## src/rtl/uc_mc_if.sv

```systemverilog
// rtl/uc_mc_if.sv - opcode/flag/handshake inputs and datapath enables of the multicycle control unit
interface uc_mc_if #(
  parameter int ALU_W   = 3,
  parameter int DEPTH_W = 4
);
  logic [5:0]         opcode;
  logic               z;
  logic               io_ack;
  logic               ir_load;
  logic               pc_en;
  logic               s_inc;
  logic [1:0]         sel_inputs;
  logic               we3;
  logic               wez;
  logic               we_port;
  logic               we_stack;
  logic               s_jret;
  logic [ALU_W-1:0]   op_alu;
  logic               io_req;
  logic [DEPTH_W-1:0] depth;
  logic               trap;

  modport master (
    output opcode, z, io_ack,
    input  ir_load, pc_en, s_inc, sel_inputs, we3, wez, we_port, we_stack,
           s_jret, op_alu, io_req, depth, trap
  );

  modport slave (
    input  opcode, z, io_ack,
    output ir_load, pc_en, s_inc, sel_inputs, we3, wez, we_port, we_stack,
           s_jret, op_alu, io_req, depth, trap
  );
endinterface

```

## src/rtl/uc_mc.sv

```systemverilog
// rtl/uc_mc.sv - FETCH/EXEC sequencer with IO handshake timeout and return-stack depth traps
module uc_mc #(
  parameter int STACK_DEPTH = 8,
  parameter int IO_TIMEOUT  = 16,
  parameter int ALU_W       = 3
) (
  input logic   clk,
  input logic   reset,
  uc_mc_if.slave bus
);
  localparam int DEPTH_W = $clog2(STACK_DEPTH + 1);
  localparam int CNT_W   = (IO_TIMEOUT > 1) ? $clog2(IO_TIMEOUT) : 1;
  localparam logic [DEPTH_W-1:0] DEPTH_MAX = DEPTH_W'(STACK_DEPTH);
  localparam logic [CNT_W-1:0]   CNT_LAST  = CNT_W'(IO_TIMEOUT - 1);

  typedef enum logic [1:0] {FETCH, EXEC, IO_WAIT, HALT} state_t;

  state_t             state, state_next;
  logic [DEPTH_W-1:0] depth_q, depth_next;
  logic [CNT_W-1:0]   cnt_q, cnt_next;
  logic [5:0]         op;

  logic             ir_load, pc_en, s_inc, we3, wez, we_port, we_stack, s_jret;
  logic             io_req, trap;
  logic [1:0]       sel_inputs;
  logic [ALU_W-1:0] op_alu;

  assign op = bus.opcode;

  always_ff @(posedge clk or negedge reset) begin
    if (!reset) begin
      state   <= FETCH;
      depth_q <= '0;
      cnt_q   <= '0;
    end else begin
      state   <= state_next;
      depth_q <= depth_next;
      cnt_q   <= cnt_next;
    end
  end

  always_comb begin
    state_next = state;
    depth_next = depth_q;
    cnt_next   = cnt_q;
    ir_load    = 1'b0;
    pc_en      = 1'b0;
    s_inc      = 1'b0;
    sel_inputs = 2'b00;
    we3        = 1'b0;
    wez        = 1'b0;
    we_port    = 1'b0;
    we_stack   = 1'b0;
    s_jret     = 1'b0;
    op_alu     = '0;
    io_req     = 1'b0;
    trap       = 1'b0;

    case (state)
      FETCH: begin
        ir_load    = 1'b1;
        state_next = EXEC;
      end

      EXEC: begin
        op_alu     = op[ALU_W+1:2];
        pc_en      = 1'b1;
        state_next = FETCH;
        casez (op)
          6'b0?????: begin
            s_inc = 1'b1;
            we3   = 1'b1;
            wez   = 1'b1;
          end
          6'b1000??: begin
            s_inc      = 1'b1;
            sel_inputs = 2'b11;
            we3        = 1'b1;
          end
          // op[0] selects branch-on-nonzero; the jump is taken when z differs from it
          6'b10010?: s_inc = ~(bus.z ^ op[0]);
          6'b100110: s_inc = 1'b0;
          6'b100111, 6'b101000: begin
            pc_en      = 1'b0;
            io_req     = 1'b1;
            cnt_next   = '0;
            state_next = IO_WAIT;
          end
          6'b101001: begin
            if (depth_q < DEPTH_MAX) begin
              we_stack   = 1'b1;
              depth_next = depth_q + 1'b1;
            end else begin
              pc_en      = 1'b0;
              state_next = HALT;
            end
          end
          6'b101010: begin
            if (depth_q != '0) begin
              s_jret     = 1'b1;
              depth_next = depth_q - 1'b1;
            end else begin
              pc_en      = 1'b0;
              state_next = HALT;
            end
          end
          6'b111111: begin
            pc_en      = 1'b0;
            state_next = HALT;
          end
          default: s_inc = 1'b1;
        endcase
      end

      IO_WAIT: begin
        op_alu = op[ALU_W+1:2];
        io_req = 1'b1;
        if (bus.io_ack) begin
          pc_en      = 1'b1;
          s_inc      = 1'b1;
          state_next = FETCH;
          if (op == 6'b100111) begin
            sel_inputs = 2'b01;
            we3        = 1'b1;
          end else begin
            we_port = 1'b1;
          end
        end else if (cnt_q == CNT_LAST) begin
          state_next = HALT;
        end else begin
          cnt_next = cnt_q + 1'b1;
        end
      end

      HALT: trap = 1'b1;

      default: state_next = FETCH;
    endcase

    // The state register clears asynchronously, but FETCH would still show ir_load
    if (!reset) begin
      ir_load    = 1'b0;
      pc_en      = 1'b0;
      s_inc      = 1'b0;
      sel_inputs = 2'b00;
      we3        = 1'b0;
      wez        = 1'b0;
      we_port    = 1'b0;
      we_stack   = 1'b0;
      s_jret     = 1'b0;
      op_alu     = '0;
      io_req     = 1'b0;
      trap       = 1'b0;
    end
  end

  assign bus.ir_load    = ir_load;
  assign bus.pc_en      = pc_en;
  assign bus.s_inc      = s_inc;
  assign bus.sel_inputs = sel_inputs;
  assign bus.we3        = we3;
  assign bus.wez        = wez;
  assign bus.we_port    = we_port;
  assign bus.we_stack   = we_stack;
  assign bus.s_jret     = s_jret;
  assign bus.op_alu     = op_alu;
  assign bus.io_req     = io_req;
  assign bus.depth      = depth_q;
  assign bus.trap       = trap;
endmodule
```

## src/flat_wrapper.sv

```systemverilog
// flat-port wrapper written by rule: the top's interface ports become plain ports
module uc_mc_flat 
#(
  parameter int STACK_DEPTH = 8,
  parameter int IO_TIMEOUT  = 16,
  parameter int ALU_W       = 3
)
  (clk, reset, bus_opcode, bus_z, bus_io_ack, bus_ir_load, bus_pc_en, bus_s_inc, bus_sel_inputs, bus_we3, bus_wez, bus_we_port, bus_we_stack, bus_s_jret, bus_op_alu, bus_io_req, bus_depth, bus_trap);
  uc_mc_if #(.ALU_W(ALU_W)) bus_i ();
  input logic clk;
  input logic reset;
  input wire logic [$bits(bus_i.opcode)-1:0] bus_opcode;
  input wire logic [$bits(bus_i.z)-1:0] bus_z;
  input wire logic [$bits(bus_i.io_ack)-1:0] bus_io_ack;
  output wire logic [$bits(bus_i.ir_load)-1:0] bus_ir_load;
  output wire logic [$bits(bus_i.pc_en)-1:0] bus_pc_en;
  output wire logic [$bits(bus_i.s_inc)-1:0] bus_s_inc;
  output wire logic [$bits(bus_i.sel_inputs)-1:0] bus_sel_inputs;
  output wire logic [$bits(bus_i.we3)-1:0] bus_we3;
  output wire logic [$bits(bus_i.wez)-1:0] bus_wez;
  output wire logic [$bits(bus_i.we_port)-1:0] bus_we_port;
  output wire logic [$bits(bus_i.we_stack)-1:0] bus_we_stack;
  output wire logic [$bits(bus_i.s_jret)-1:0] bus_s_jret;
  output wire logic [$bits(bus_i.op_alu)-1:0] bus_op_alu;
  output wire logic [$bits(bus_i.io_req)-1:0] bus_io_req;
  output wire logic [$bits(bus_i.depth)-1:0] bus_depth;
  output wire logic [$bits(bus_i.trap)-1:0] bus_trap;
  assign bus_i.opcode = bus_opcode;
  assign bus_i.z = bus_z;
  assign bus_i.io_ack = bus_io_ack;
  assign bus_ir_load = bus_i.ir_load;
  assign bus_pc_en = bus_i.pc_en;
  assign bus_s_inc = bus_i.s_inc;
  assign bus_sel_inputs = bus_i.sel_inputs;
  assign bus_we3 = bus_i.we3;
  assign bus_wez = bus_i.wez;
  assign bus_we_port = bus_i.we_port;
  assign bus_we_stack = bus_i.we_stack;
  assign bus_s_jret = bus_i.s_jret;
  assign bus_op_alu = bus_i.op_alu;
  assign bus_io_req = bus_i.io_req;
  assign bus_depth = bus_i.depth;
  assign bus_trap = bus_i.trap;
  uc_mc #(.STACK_DEPTH(STACK_DEPTH), .IO_TIMEOUT(IO_TIMEOUT), .ALU_W(ALU_W)) u_core (.clk(clk), .reset(reset), .bus(bus_i));
endmodule
```

## config.mk

```make
export PLATFORM = sky130hd
export DESIGN_NAME = uc_mc_flat
export DESIGN_NICKNAME = d
export VERILOG_FILES = /design/src/rtl/uc_mc_if.sv /design/src/rtl/uc_mc.sv /design/src/flat_wrapper.sv
export SDC_FILE = /design/constraint.sdc
export NUM_CORES = 1
export LEC_CHECK = 0
export CAP_MARGIN = 20
export CORE_MARGIN = 2
export CORE_UTILIZATION = 43
export CTS_CLUSTER_DIAMETER = 100
export DETAILED_ROUTE_END_ITERATION = 12
export GPL_TIMING_DRIVEN = 0
export PLACE_DENSITY = 0.78
export RECOVER_POWER = 25
export SLEW_MARGIN = 20
export SYNTH_ARGS = -nofsm -noshare
export SYNTH_HDL_FRONTEND = slang
export SYNTH_SLANG_ARGS = --single-unit
```

## constraint.sdc

```tcl
create_clock -name clk -period 1.98 [get_ports clk]
set_input_delay 0.495 -clock clk [delete_from_list [all_inputs] [get_ports clk]]
set_output_delay 0.495 -clock clk [all_outputs]
set_load 0.02 [all_outputs]
```

==> flow_summary.toml <==
[synth]
synth_xor_area_share_pct = 2.41
synth_top_area_share_pct = 23.0
netlist_instances = 131
avgSynthCellArea_sq_um = 8.31
async_flop_share_pct = 100
synth_top_family_by_area = "simple AND/OR/NAND/NOR gates"
ys_top_cells_by_area = "dfrtp_1 23%, ha_1 8.0%, nand3_1 3.2%, inv_1 3.1%, nor2_1 3.1%"
yosysSeqAreaShare_pct = 23.0
ys_seq_elements = 10
yosysTopAreaCell = "dfrtp_1"
synthesis.nets = 149
synth_edf_count = 0
ys_warn_count = 0
muxShareOfSynthArea_pct = 2.30
synth-compound-area-share_pct = 22.8
synthAdderAreaFrac_pct = 9.89
synthFlopType = "dfrtp_1"
netlist_area_sq_mm = 0.00109
synth_simple_gate_area_share_pct = 33.0
ys_types = 53

[finish]
final_cell_mix = "37 x buf_4, 17 x buf_6, 7 x inv_1, 7 x nand3_1, 7 x dfrtp_1"
fillers = 137
final_common_cell = "buf_4"
multiInputGateArea_sq_um = 987
nets = 217
fin_cells = 228
layout-drive-gt1-share_pct = 56.6
area_delta_synth_final_pct = 84.0
antenna_cells = 0
register_area_sq_um = 254

[setup_path]
crit_type = "reg2out"
worstPathArrival_ps = 1890
cp.required_ps = 1480
critPathCaptureType = "primary output"
cp-start-kind = "flip-flop"
cp_max_fo = 2

[clock_network]
hold_buffers = 0
cts.sinks = 10
cts_tree = "yes"
clk_pin_slew_ps = 70
root_buffer = "clkbuf_4"
h-tree-depth = 1
clock_path_buffers = 2
cts_buffers = 3
worstSkewPairLatency_ps = 270

[place]
finalWeightedCongestion = 0.836
dp_cells = 189
io_buffer_count = 28
dpl.hpwl_mm = 2.22

[sta]
setup_violations = 9
period_share_pct = 120
drv_slew = 0
finalWorstSetupSlack_ps = -401
worst_clock_skew_ps = 0.771
timing.hold.ws_ps = 122
hold_violations = 0
max_freq_ghz = 0.420
fin_crit_ps = 2380
tightest_slew_ps = 374
rsz0062_at_grt = "yes"
slew_headroom_pct = 75.1

[power]
power_density_mw_per_mm2 = 792
ir_drop_mv = 0.714
p_leak_nw = 0.874

[floorplanning]
initial_utilization_pct = 44.8
dieArea_sq_mm = 0.00295
core_sq_mm = 0.00243
die_w_um = 54.3
ios = 29
die_h_um = 54.3
rows = 18

[grt]
grt_pass1_vias = 1271
antenna_found_initial = 0
grt.overflow.total = 0
track_usage_pct = 28.2
grt_max_degree = 19
grt_pass1_wl_mm = 5.93

[drt]
drt_pass1_iterations = 4
avgViaCountPerCell = 6.08
antenna_left = 0
drt-total-wl_mm = 4.15
wl_per_cell_um = 18.2
dr.first_iter.drc_count = 53
num_vias = 1387
drc = 0

[outcome]
failed_checks = "setup timing"
status = "finished, violations left"

[worst_hold_path]
hp-class = "in2async"

[flow_run]
max-cap-violations = 0
[synthesized netlist by cell type (2+ instances only)]
cell,count
o211ai_1,4
o221ai_1,2
dfrtp_1,10
nor2_1,9
inv_1,9
nand3b_1,3
o21ai_0,5
ha_1,7
nor3b_1,4
or3b_1,2
nor2b_1,3
clkbuf_1,5
a31oi_1,2
and4_1,2
xnor2_1,3
a21oi_1,6
nand2_1,6
nand2b_1,2
nand3_1,7
and2_1,3
nor3_1,2
o21ai_1,2
and4b_1,2
nand4_1,2
[flip-flops by register name, indices dropped and copies added, names as in the netlist]
register,count
u_core.bus.depth,4
u_core.state,2
u_core.cnt_q,4
[layout make-up]
cell class,instances,share of cell area [%]
Buffer,4,2.69
Clock buffer,4,1.81
Inverter,10,1.87
Multi-Input combinational cell,104,49.3
Sequential cell,10,12.7
Tap cell,30,1.87
Timing Repair Buffer,66,29.8
[final timing paths]
path | start | to | slack [ps] | cells after the start
setup / recovery | u_core.bus.depth[3] | bus_pc_en | -400 | 5
hold / removal | reset | u_core.cnt_q[3] | 120 | 1
setup reg to reg | u_core.state[0] | u_core.cnt_q[3] | 120 | 7
hold reg to reg | u_core.cnt_q[1] | u_core.cnt_q[1] | 580 | 2
max in group asynchronous | reset | u_core.bus.depth[3] | 1610 | 1
min in group clk | u_core.cnt_q[1] | u_core.cnt_q[1] | 580 | 2
[where the power goes]
part,switching [W],internal (W),leakage [nW]
clock,0.0000765,0.000112,0.0210
combinational,0.000536,0.000545,0.726
sequential,0.0000699,0.000248,0.127
[cell families after synthesis]
logic type,Yosys count
xor+xnor,3
compound gates,35
simple gates,56
mux,2
flops,10
buf+inv,17
fa+ha+maj,8
[per-stage QoR]
step                      util, %  total power, W  setup slack (ps)  instance area (sq um)  setup TNS, ps
after floorplan                 -        0.000816             -96.9                   1190           -429
after global placement       62.0         0.00105             -1400                   1510         -20550
after detailed placement     62.0         0.00107             -1450                   1510         -21470
after CTS                    74.7         0.00148              -424                   1820          -2270
after global routing         82.4         0.00168              -449                   2000          -2530
final                        82.4         0.00159              -401                   2000          -1920
[layer usage]
metal	share of wire, %	up-vias	GRT usage, %
li1	-	629	-
met1	38	683	33.4
met2	55	65	50.2
met3	4.9	10	6.28
met4	1.6	0	8.75
met5	0	-	0
[critical path, stage by stage (launching register included)]
cell and delay (ps):
dfrtp_2 430, nor4_4 370, nor3_4 60, a2111o_1 400
a21bo_2 220, buf_6 130
[what timing repair did]
item / in CTS / in global routing
gates resized for setup: 141 / 36
setup buffers: 26 / 14
endpoints found under the setup margin: 24 / 14
pin swaps: 22 / 19
Note: power is estimated with default switching activity, not from simulation.
